## config.mk

```make
export PLATFORM = sky130hd
export DESIGN_NAME = cache_addr_sequencer_flat
export DESIGN_NICKNAME = d
export VERILOG_FILES = /design/src/rtl/cache_addr_sequencer_pkg.sv /design/src/rtl/cache_addr_sequencer_if.sv /design/src/rtl/cache_addr_sequencer_split.sv /design/src/rtl/cache_addr_sequencer.sv /design/src/flat_wrapper.sv
export SDC_FILE = /design/constraint.sdc
export NUM_CORES = 1
export LEC_CHECK = 0
export BUFFER_PORTS_ARGS = -buffer_cell sky130_fd_sc_hd__buf_2
export CAP_MARGIN = 5
export CORE_MARGIN = 3
export CORE_UTILIZATION = 38
export CTS_CLUSTER_DIAMETER = 100
export DETAILED_ROUTE_END_ITERATION = 10
export PLACE_DENSITY = 0.72
export SLEW_MARGIN = 20
export SYNTH_ARGS = -nofsm -noshare
export SYNTH_HDL_FRONTEND = slang
export SYNTH_SLANG_ARGS = --single-unit
```

## constraint.sdc

```tcl
create_clock -name clk -period 1.7 [get_ports clk]
set_input_delay 0.34 -clock clk [delete_from_list [all_inputs] [get_ports clk]]
set_output_delay 0.34 -clock clk [all_outputs]
set_load 0.05 [all_outputs]
```

## src/rtl/cache_addr_sequencer_pkg.sv

```systemverilog
// Shared cache geometry: default sizes, derived field widths, FSM state type and address helpers.
package cache_geom_pkg;

    localparam int unsigned DEF_ADDR_W     = 32;
    localparam int unsigned DEF_LINE_BYTES = 64;
    localparam int unsigned DEF_NUM_SETS   = 128;
    localparam int unsigned DEF_WORD_BYTES = 4;

    localparam int unsigned DEF_OFF_W = $clog2(DEF_LINE_BYTES);
    localparam int unsigned DEF_IDX_W = $clog2(DEF_NUM_SETS);
    localparam int unsigned DEF_TAG_W = DEF_ADDR_W - DEF_IDX_W - DEF_OFF_W;
    localparam int unsigned DEF_WB_W  = $clog2(DEF_WORD_BYTES);
    localparam int unsigned DEF_WPL   = DEF_LINE_BYTES / DEF_WORD_BYTES;
    localparam int unsigned DEF_WRD_W = $clog2(DEF_WPL);

    typedef struct packed {
        logic [DEF_TAG_W-1:0] tag;
        logic [DEF_IDX_W-1:0] index;
        logic [DEF_OFF_W-1:0] offset;
    } addr_fields_t;

    typedef enum logic [1:0] {
        S_IDLE,
        S_SINGLE,
        S_BURST
    } seq_state_t;

    function automatic logic [DEF_WRD_W-1:0] word_of(input logic [DEF_OFF_W-1:0] offset);
        return DEF_WRD_W'(offset >> DEF_WB_W);
    endfunction

    function automatic logic [DEF_ADDR_W-1:0] line_base(input logic [DEF_ADDR_W-1:0] addr);
        return addr & ~(DEF_ADDR_W'(DEF_LINE_BYTES - 1));
    endfunction

endpackage

```

## src/rtl/cache_addr_sequencer_if.sv

```systemverilog
// Request/beat handshake bundle between the request mux (master) and the address sequencer (slave).
import cache_geom_pkg::*;

interface cache_addr_sequencer_if #(
    parameter int unsigned ADDR_W = DEF_ADDR_W,
    parameter int unsigned TAG_W  = DEF_TAG_W,
    parameter int unsigned IDX_W  = DEF_IDX_W,
    parameter int unsigned OFF_W  = DEF_OFF_W,
    parameter int unsigned WRD_W  = DEF_WRD_W
);
    logic              in_valid;
    logic              in_ready;
    logic [ADDR_W-1:0] in_addr;
    logic              in_burst;
    logic              out_valid;
    logic              out_ready;
    logic [TAG_W-1:0]  out_tag;
    logic [IDX_W-1:0]  out_index;
    logic [OFF_W-1:0]  out_offset;
    logic [WRD_W-1:0]  out_word;
    logic              out_first;
    logic              out_last;
    logic              out_misalign;

    modport master (
        output in_valid, in_addr, in_burst, out_ready,
        input  in_ready, out_valid, out_tag, out_index, out_offset,
               out_word, out_first, out_last, out_misalign
    );

    modport slave (
        input  in_valid, in_addr, in_burst, out_ready,
        output in_ready, out_valid, out_tag, out_index, out_offset,
               out_word, out_first, out_last, out_misalign
    );
endinterface

```

## src/rtl/cache_addr_sequencer_split.sv

```systemverilog
// Combinational split of a byte address into tag / index / line offset plus word-misalignment flag.
import cache_geom_pkg::*;

module addr_field_split #(
    parameter int unsigned ADDR_W = DEF_ADDR_W,
    parameter int unsigned TAG_W  = DEF_TAG_W,
    parameter int unsigned IDX_W  = DEF_IDX_W,
    parameter int unsigned OFF_W  = DEF_OFF_W,
    parameter int unsigned WB_W   = DEF_WB_W
) (
    input  logic [ADDR_W-1:0] addr,
    output logic [TAG_W-1:0]  tag,
    output logic [IDX_W-1:0]  index,
    output logic [OFF_W-1:0]  offset,
    output logic              misalign
);
    assign tag    = addr[ADDR_W-1 -: TAG_W];
    assign index  = addr[OFF_W +: IDX_W];
    assign offset = addr[OFF_W-1:0];

    // Byte-sized words can never be misaligned.
    if (WB_W == 0) begin : g_no_wb
        assign misalign = 1'b0;
    end else begin : g_wb
        assign misalign = |addr[WB_W-1:0];
    end
endmodule

```

## src/rtl/cache_addr_sequencer.sv

```systemverilog
// Registered cache address decode stage: single-beat decode or critical-word-first whole-line bursts.
import cache_geom_pkg::*;

module cache_addr_sequencer #(
    parameter int unsigned ADDR_W     = DEF_ADDR_W,
    parameter int unsigned LINE_BYTES = DEF_LINE_BYTES,
    parameter int unsigned NUM_SETS   = DEF_NUM_SETS,
    parameter int unsigned WORD_BYTES = DEF_WORD_BYTES
) (
    input logic                  clk,
    input logic                  rst_n,
    cache_addr_sequencer_if.slave bus
);
    localparam int unsigned OFF_W = $clog2(LINE_BYTES);
    localparam int unsigned IDX_W = $clog2(NUM_SETS);
    localparam int          TAG_S = int'(ADDR_W) - int'(IDX_W) - int'(OFF_W);
    localparam int unsigned TAG_W = ADDR_W - IDX_W - OFF_W;
    localparam int unsigned WB_W  = $clog2(WORD_BYTES);
    localparam int unsigned WPL   = LINE_BYTES / WORD_BYTES;
    localparam int unsigned WRD_W = $clog2(WPL);

    if ((LINE_BYTES == 0) || ((LINE_BYTES & (LINE_BYTES - 1)) != 0)) begin : g_bad_line
        $error("LINE_BYTES must be a power of 2");
    end
    if ((NUM_SETS < 2) || ((NUM_SETS & (NUM_SETS - 1)) != 0)) begin : g_bad_sets
        $error("NUM_SETS must be a power of 2 and at least 2");
    end
    if ((WORD_BYTES == 0) || ((WORD_BYTES & (WORD_BYTES - 1)) != 0)) begin : g_bad_word
        $error("WORD_BYTES must be a power of 2");
    end
    if (LINE_BYTES < 2 * WORD_BYTES) begin : g_bad_wpl
        $error("LINE_BYTES must hold at least two words");
    end
    if (TAG_S < 1) begin : g_bad_tag
        $error("geometry leaves no tag bits");
    end

    logic [TAG_W-1:0] f_tag;
    logic [IDX_W-1:0] f_index;
    logic [OFF_W-1:0] f_offset;
    logic             f_misalign;

    addr_field_split #(
        .ADDR_W (ADDR_W),
        .TAG_W  (TAG_W),
        .IDX_W  (IDX_W),
        .OFF_W  (OFF_W),
        .WB_W   (WB_W)
    ) u_split (
        .addr     (bus.in_addr),
        .tag      (f_tag),
        .index    (f_index),
        .offset   (f_offset),
        .misalign (f_misalign)
    );

    seq_state_t       state;
    logic [WRD_W-1:0] cnt;
    logic [TAG_W-1:0] tag_q;
    logic [IDX_W-1:0] index_q;
    logic [OFF_W-1:0] offset_q;
    logic [WRD_W-1:0] word_q;
    logic             first_q;
    logic             misalign_q;

    logic             vld;
    logic             last;
    logic             consume;
    logic             ready;
    logic             accept;
    logic [WRD_W-1:0] word_nx;

    always_comb begin
        vld     = (state != S_IDLE);
        last    = (state == S_SINGLE) || ((state == S_BURST) && (cnt == '0));
        consume = vld && bus.out_ready;
        ready   = rst_n && ((state == S_IDLE) || (consume && last));
        accept  = bus.in_valid && ready;
        word_nx = word_q + 1'b1;
    end

    // Back-to-back accept takes priority over the final consume so the new request loads with no bubble.
    always_ff @(posedge clk) begin
        if (!rst_n) begin
            state      <= S_IDLE;
            cnt        <= '0;
            tag_q      <= '0;
            index_q    <= '0;
            offset_q   <= '0;
            word_q     <= '0;
            first_q    <= 1'b0;
            misalign_q <= 1'b0;
        end else if (accept) begin
            tag_q      <= f_tag;
            index_q    <= f_index;
            offset_q   <= f_offset;
            word_q     <= WRD_W'(f_offset >> WB_W);
            first_q    <= 1'b1;
            misalign_q <= f_misalign;
            if (bus.in_burst && !f_misalign) begin
                state <= S_BURST;
                cnt   <= WRD_W'(WPL - 1);
            end else begin
                state <= S_SINGLE;
                cnt   <= '0;
            end
        end else if (consume) begin
            if (last) begin
                state <= S_IDLE;
            end else begin
                word_q   <= word_nx;
                offset_q <= OFF_W'(word_nx) << WB_W;
                cnt      <= cnt - 1'b1;
                first_q  <= 1'b0;
            end
        end
    end

    assign bus.in_ready     = ready;
    assign bus.out_valid    = vld;
    assign bus.out_tag      = tag_q;
    assign bus.out_index    = index_q;
    assign bus.out_offset   = offset_q;
    assign bus.out_word     = word_q;
    assign bus.out_first    = first_q;
    assign bus.out_last     = last;
    assign bus.out_misalign = misalign_q;
endmodule

```

## src/flat_wrapper.sv

```systemverilog
// flat-port wrapper written by rule: the top's interface ports become plain ports
module cache_addr_sequencer_flat 
#(
    parameter int unsigned ADDR_W     = DEF_ADDR_W,
    parameter int unsigned LINE_BYTES = DEF_LINE_BYTES,
    parameter int unsigned NUM_SETS   = DEF_NUM_SETS,
    parameter int unsigned WORD_BYTES = DEF_WORD_BYTES
)
  (clk, rst_n, bus_in_valid, bus_in_addr, bus_in_burst, bus_out_ready, bus_in_ready, bus_out_valid, bus_out_tag, bus_out_index, bus_out_offset, bus_out_word, bus_out_first, bus_out_last, bus_out_misalign);
  cache_addr_sequencer_if #(.ADDR_W(ADDR_W)) bus_i ();
  input logic clk;
  input logic rst_n;
  input wire logic [$bits(bus_i.in_valid)-1:0] bus_in_valid;
  input wire logic [$bits(bus_i.in_addr)-1:0] bus_in_addr;
  input wire logic [$bits(bus_i.in_burst)-1:0] bus_in_burst;
  input wire logic [$bits(bus_i.out_ready)-1:0] bus_out_ready;
  output wire logic [$bits(bus_i.in_ready)-1:0] bus_in_ready;
  output wire logic [$bits(bus_i.out_valid)-1:0] bus_out_valid;
  output wire logic [$bits(bus_i.out_tag)-1:0] bus_out_tag;
  output wire logic [$bits(bus_i.out_index)-1:0] bus_out_index;
  output wire logic [$bits(bus_i.out_offset)-1:0] bus_out_offset;
  output wire logic [$bits(bus_i.out_word)-1:0] bus_out_word;
  output wire logic [$bits(bus_i.out_first)-1:0] bus_out_first;
  output wire logic [$bits(bus_i.out_last)-1:0] bus_out_last;
  output wire logic [$bits(bus_i.out_misalign)-1:0] bus_out_misalign;
  assign bus_i.in_valid = bus_in_valid;
  assign bus_i.in_addr = bus_in_addr;
  assign bus_i.in_burst = bus_in_burst;
  assign bus_i.out_ready = bus_out_ready;
  assign bus_in_ready = bus_i.in_ready;
  assign bus_out_valid = bus_i.out_valid;
  assign bus_out_tag = bus_i.out_tag;
  assign bus_out_index = bus_i.out_index;
  assign bus_out_offset = bus_i.out_offset;
  assign bus_out_word = bus_i.out_word;
  assign bus_out_first = bus_i.out_first;
  assign bus_out_last = bus_i.out_last;
  assign bus_out_misalign = bus_i.out_misalign;
  cache_addr_sequencer #(.ADDR_W(ADDR_W), .LINE_BYTES(LINE_BYTES), .NUM_SETS(NUM_SETS), .WORD_BYTES(WORD_BYTES)) u_core (.clk(clk), .rst_n(rst_n), .bus(bus_i));
endmodule
```

# Yosys cells after proc, flatten, opt, wreduce, memory -nomap -nowiden
# Index checks and enable logic that the tools add are counted.
[classes]
addsub = 2
multipliers = 0
n_div = 0
order_cmp = 0
eq_ne = 3
n_shift = 0
n_mux = 17
bitwise = 0
n_reduce_logical = 17
[op_table]
columns = ["op", "n"]
rows = [
  ["4-bit two-way mux", 7],
  ["6-bit two-way mux", 3],
  ["2-bit two-way mux", 4],
  ["1-bit logical AND", 6],
  ["2-bit nonzero test", 3],
  ["4-bit by 1-bit adder with 4-bit output (second input constant)", 1],
  ["4-bit logical NOT", 1],
  ["2-bit AND reduction", 2],
  ["4-bit by 1-bit subtractor with 4-bit output (second input constant)", 1],
  ["1-bit two-way mux", 3],
  ["2-bit by 1-bit == test with 1-bit output (second input constant)", 1],
  ["2-bit == test (second input constant)", 1],
  ["2-bit logical NOT", 1],
  ["1-bit logical OR", 2],
  ["2-bit by 1-bit != test with 1-bit output (second input constant)", 1],
  ["2-bit OR reduction", 1],
  ["1-bit logical NOT", 1],
]
[word_totals]
regBits = 44
latch_bits = 0
ramBits = 0
mem_bits_ro = 0
in_bits = 37
out_inout_bits = 41
wordCells = 47
mem_count = 0

# Longest topological paths before layout
[logic_depth]
depth_word = 9
mapped_depth = 8
mapped_depth_nobuf = 6

# By module
# From an unflattened synthesis, not the netlist that was laid out.
[hier_totals]
cells_unflattened = 242
hier_area_um2 = 1951.9
[modules_own_cells]
columns = ["module", "instances", "cells_each", "area_per_inst_um2", "seq_area_each_um2"]
rows = [
  ["cache_addr_sequencer", 1, 209, 1705.4, 800.8],
  ["addr_field_split", 1, 33, 246.5, 0.0],
]

# Least setup slack after synthesis
# OpenSTA, ideal clock, no wires.
[synth_path]
path_kind = "register to output"
start = "reg u_core.cnt[0]"
end = "out bus_out_last"
t_arrival_ps = 1463
required_ps = 1360
path_slack_ps = -103
path_stages_with_launch = 5
n_path_buf = 0
path_cell_list = "dfxtp_1 inv_1 ha_1 nand3_1 mux2i_1"
[synth_via]
elab_chain_cells = 3
[synth_rtl]
columns = ["item", "line_no", "source"]
rows = [
  ["from (decl)", "cache_addr_sequencer.sv:58", "logic [WRD_W-1:0] cnt;"],
  ["from (signal assigned)", "cache_addr_sequencer.sv:102", "cnt <= WRD_W'(WPL - 1);"],
  ["from (signal assigned)", "cache_addr_sequencer.sv:113", "cnt <= cnt - 1'b1;"],
  ["4-bit logical NOT", "cache_addr_sequencer.sv:75", "last = (state == S_SINGLE) || ((state == S_BURST) && (cnt == '0));"],
  ["1-bit logical AND", "cache_addr_sequencer.sv:75", ""],
  ["1-bit logical OR", "cache_addr_sequencer.sv:75", ""],
  ["to (decl)", "flat_wrapper.sv:24", "output wire logic [$bits(bus_i.out_last)-1:0] bus_out_last;"],
]
# Every way passes these cells.

# Final worst setup path
[layout_path]
start = "reg u_core.cnt[1]"
end = "reg u_core.state[1]"
[layout_via]
elab_chain_cells = 9
word_cells_on_any_way = 11
cone_classes = "mux: 1; reduce/logical: 10"
[layout_rtl]
columns = ["item", "line_no", "source"]
rows = [
  ["4-bit logical NOT *", "cache_addr_sequencer.sv:75", ""],
  ["1-bit logical AND *", "cache_addr_sequencer.sv:75", ""],
  ["1-bit logical OR *", "cache_addr_sequencer.sv:75", ""],
  ["1-bit logical AND", "cache_addr_sequencer.sv:77", "ready = rst_n && ((state == S_IDLE) || (consume && last));"],
  ["1-bit logical OR", "cache_addr_sequencer.sv:77", ""],
  ["1-bit logical AND", "cache_addr_sequencer.sv:77", ""],
  ["1-bit logical AND", "cache_addr_sequencer.sv:78", "accept = bus.in_valid && ready;"],
  ["2-bit nonzero test (no source line)", "--", ""],
  ["2-bit AND reduction (no source line)", "--", ""],
  ["to (signal assigned)", "cache_addr_sequencer.sv:85", "state <= S_IDLE;"],
  ["to (signal assigned)", "cache_addr_sequencer.sv:101", "state <= S_BURST;"],
  ["to (signal assigned)", "cache_addr_sequencer.sv:104", "state <= S_SINGLE;"],
  ["to (decl)", "cache_addr_sequencer.sv:57", "seq_state_t state;"],
]
# Every way passes the cells marked *; elsewhere a longest branch is shown, timed or not.
# A chain may end at the register's enable or synchronous reset.

==> results_dict.tcl <==
set metrics [dict create \
    peakVddDrop_mv 0.537 \
    synth-edff-count 0 \
    hp-class "in -> reg" \
    power_mw 2.48 \
    arrival_ns 2.01 \
    fin_util 0.613 \
    rsz0062_at_grt "true" \
    fin_nets 336 \
    fp-row-count 23 \
    r2r_start "u_core.cnt[1]" \
    detail-route-antenna-nets 0 \
    synthToLayoutAreaGrowth_pct 48.4 \
    drv_cap 0 \
    via_per_inst 4.99 \
    status "finished, violations left" \
    post-route-period-util 1.05 \
    slowest_delay_ns 0.40 \
    dp_hpwl_mm 3.25 \
    htree_levels 2 \
    layout_commonest_cell "buf_2" \
    netlist_instances 208 \
    yosysSeqAreaShare 0.465 \
    cts_tree "built" \
    dr.pass1.iters 4 \
    grt_first_pass_wirelength_mm 7.47 \
    mostFrequentLayoutCells "75 x buf_2, 57 x nand3_1, 38 x dfxtp_1" \
    clk_pin_slew_ns 0.08 \
    dpl.cell_count 330 \
    layoutNonFillerInstCount 347 \
    dieArea_um2 5380 \
    start_kind "register" \
    r2r_end "u_core.state[1]" \
    ff2ff_path_depth 7 \
    report.final.slew_viol_count 0 \
    fin_ws_ns -0.0922 \
    yosys_warnings 0 \
    clockBufferDepth 2 \
    cts_made_buffers 5 \
    synth_fp_nets 248 \
    violations "setup timing" \
    whs_ns 0.253 \
    slowest_stage "a221o_2" \
    clkSinkCount 40 \
    power_frac_clock 0.338 \
    place_congestion 0.786 \
    die_x_um 73.3 \
    coreArea_um2 4170 \
    hold_viol_final 0 \
    fmax_mhz 558 \
    p_sw_mw 0.755 \
    seq_power_share 0.414 \
    synth_cell_types 35 \
    sw_frac_of_total 0.304 \
    tns_ns -1.67 \
    tightest_slew_ns 0.286 \
    routed_wirelength_mm 4.65 \
    clkLatencyLatePin_ns 0.29 \
    pre_cts_ws_ns -0.0522 \
    combPwrFrac 0.247 \
    crit_buf_inv 2 \
    end_kind "register" \
    worstHoldPathCells 3 \
    power_density_nw_per_um2 971 \
    vias 1730 \
    cell_internal_pwr_mw 1.73 \
    cts-root-buf "clkbuf_8" \
    critPathKind "reg -> reg" \
    cpLargestDelayFamily "compound AO/OA/AOI/OAI gates" \
    netlist_area_um2 1720 \
    rrSetupSlack_ns -0.09 \
    placed_area_um2 2240 \
    synthTopCellsByArea "dfxtp_1 46%, nand3_1 17%, nand2_1 7.8%" \
    grtUsageTotal 0.174 \
    diodes 0 \
    portBuffers 77 \
    synth.largest_area_cell "dfxtp_1" \
    drive_gt1_frac 0.444 \
    min_from "bus_in_addr[20]" \
    io_pins 78 \
    final_area_um2 2560 \
    cts_hold_buf 0 \
    drtIter0Drc 76 \
    p_leak_nw 1.28 \
    fillers 362 \
    path_max_fanout 4 \
    grt_overflow_total 0 \
    drc 0 \
    async_flop_share 0 \
    worstPathRequired_ns 1.92 \
    fin_crit_ns 1.79 \
    synth_top_cell_area_share 0.465 \
    wl_per_cell_um 13.4 \
    holdPathEnd "u_core.bus.out_tag[7]" \
    synth-seq-cells 40 \
    antenna_found_initial 0 \
    timing.critical_path.cells "inv_2 > ha_4 > nand4bb_4 > buf_4 > a221o_2 > or3_4 > a21oi_2" \
    synthFlopType "dfxtp_1" \
    die_h_um 73.3 \
    start_util 0.413 \
    grt_max_degree 31 \
    max_slew_margin 0.810 \
    grt_pass1_vias 1647 \
    syn_area_per_cell_um2 8.28 \
    setup_viol_count_final 25 \
    clock_skew_ns 0.00944 \
]
[sequential cells by signal, indices dropped and copies added, names as in the netlist]
name,cells
u_core.bus.out_tag,19
u_core.bus.out_index,7
u_core.bus.out_word,4
u_core.cnt,4
u_core.bus.out_offset,2
u_core.state,2
u_core.bus.out_first,1
u_core.bus.out_misalign,1
[power groups by stage]
stage | logic, mW | clock network (mW) | registers, mW
floorplan | 0.206 | 0 | 1.23
global placement | 0.551 | 0 | 1.05
detailed placement | 0.556 | 0 | 1.05
CTS | 0.584 | 0.854 | 1.03
global route | 0.657 | 0.893 | 1.04
finish | 0.614 | 0.839 | 1.03
[worst reg2reg max path, stage by stage, from the launching register on]
cell	delay, ns
dfxtp_2	0.33
inv_2	0.07
ha_4	0.14
nand4bb_4	0.12
buf_4	0.16
a221o_2	0.40
or3_4	0.37
a21oi_2	0.13
[timing repair]
| action | CTS | global route |
|---|---|---|
| cloned | 0 | 2 |
| setup buffers | 4 | 3 |
| pin swaps | 1 | 2 |
| setup endpoints to repair | 11 | 41 |
| resized for setup | 21 | 8 |
[layout make-up]
| class | instances | area (um2) | area share |
|---|---|---|---|
| Clock buffer | 7 | 96.3 | 0.0377 |
| Inverter | 5 | 18.8 | 0.00734 |
| Tap cell | 50 | 62.6 | 0.0245 |
| Timing Repair Buffer | 101 | 673 | 0.263 |
| Clock inverter | 1 | 30.0 | 0.0117 |
| Multi-Input combinational cell | 143 | 872 | 0.341 |
| Sequential cell | 40 | 803 | 0.314 |
[worst max path at each step]
stage / startpoint / to / slack [ns] / cells past startpoint
after global routing: u_core.cnt[1] / u_core.bus.out_word[3] / -0.16 / 9
after CTS: u_core.cnt[1] / bus_in_ready / -0.09 / 7
after detailed placement: u_core.cnt[0] / u_core.bus.out_offset[1] / -0.05 / 7
after global placement: u_core.cnt[0] / u_core.bus.out_offset[1] / -0.02 / 7
after floorplan: rst_n / bus_in_ready / 0.007 / 3
final: u_core.cnt[1] / u_core.state[1] / -0.09 / 7
[cells by family after synthesis]
| kind of cell | after synthesis | synth area share |
|---|---|---|
| AND/OR/NAND/NOR | 108 | 0.318 |
| flip-flops | 40 | 0.465 |
| AO/OA/AOI/OAI | 27 | 0.101 |
| buffers and inverters | 25 | 0.0668 |
| XOR/XNOR | 3 | 0.0153 |
| adder cells (fa/ha/maj) | 3 | 0.0218 |
| multiplexers | 2 | 0.0123 |
[synth_stat cells, types with 2 or more instances]
cell type,n
a21oi_1,7
a31oi_1,3
buf_1,3
buf_2,5
buf_4,4
clkbuf_1,8
dfxtp_1,40
ha_1,3
inv_1,4
nand2_1,36
nand3_1,59
nor2_1,2
o211ai_1,3
o21ai_0,7
or3_1,3
xnor2_1,2
[layer usage]
layer,vias to the layer above,part of all wire,track usage
met3,4,0.057,0.0356
met1,782,0.45,0.216
met2,52,0.48,0.297
met4,0,0.012,0.0644
met5,-,0,0
li1,892,-,-
Note: power is estimated with default switching activity, not from simulation.
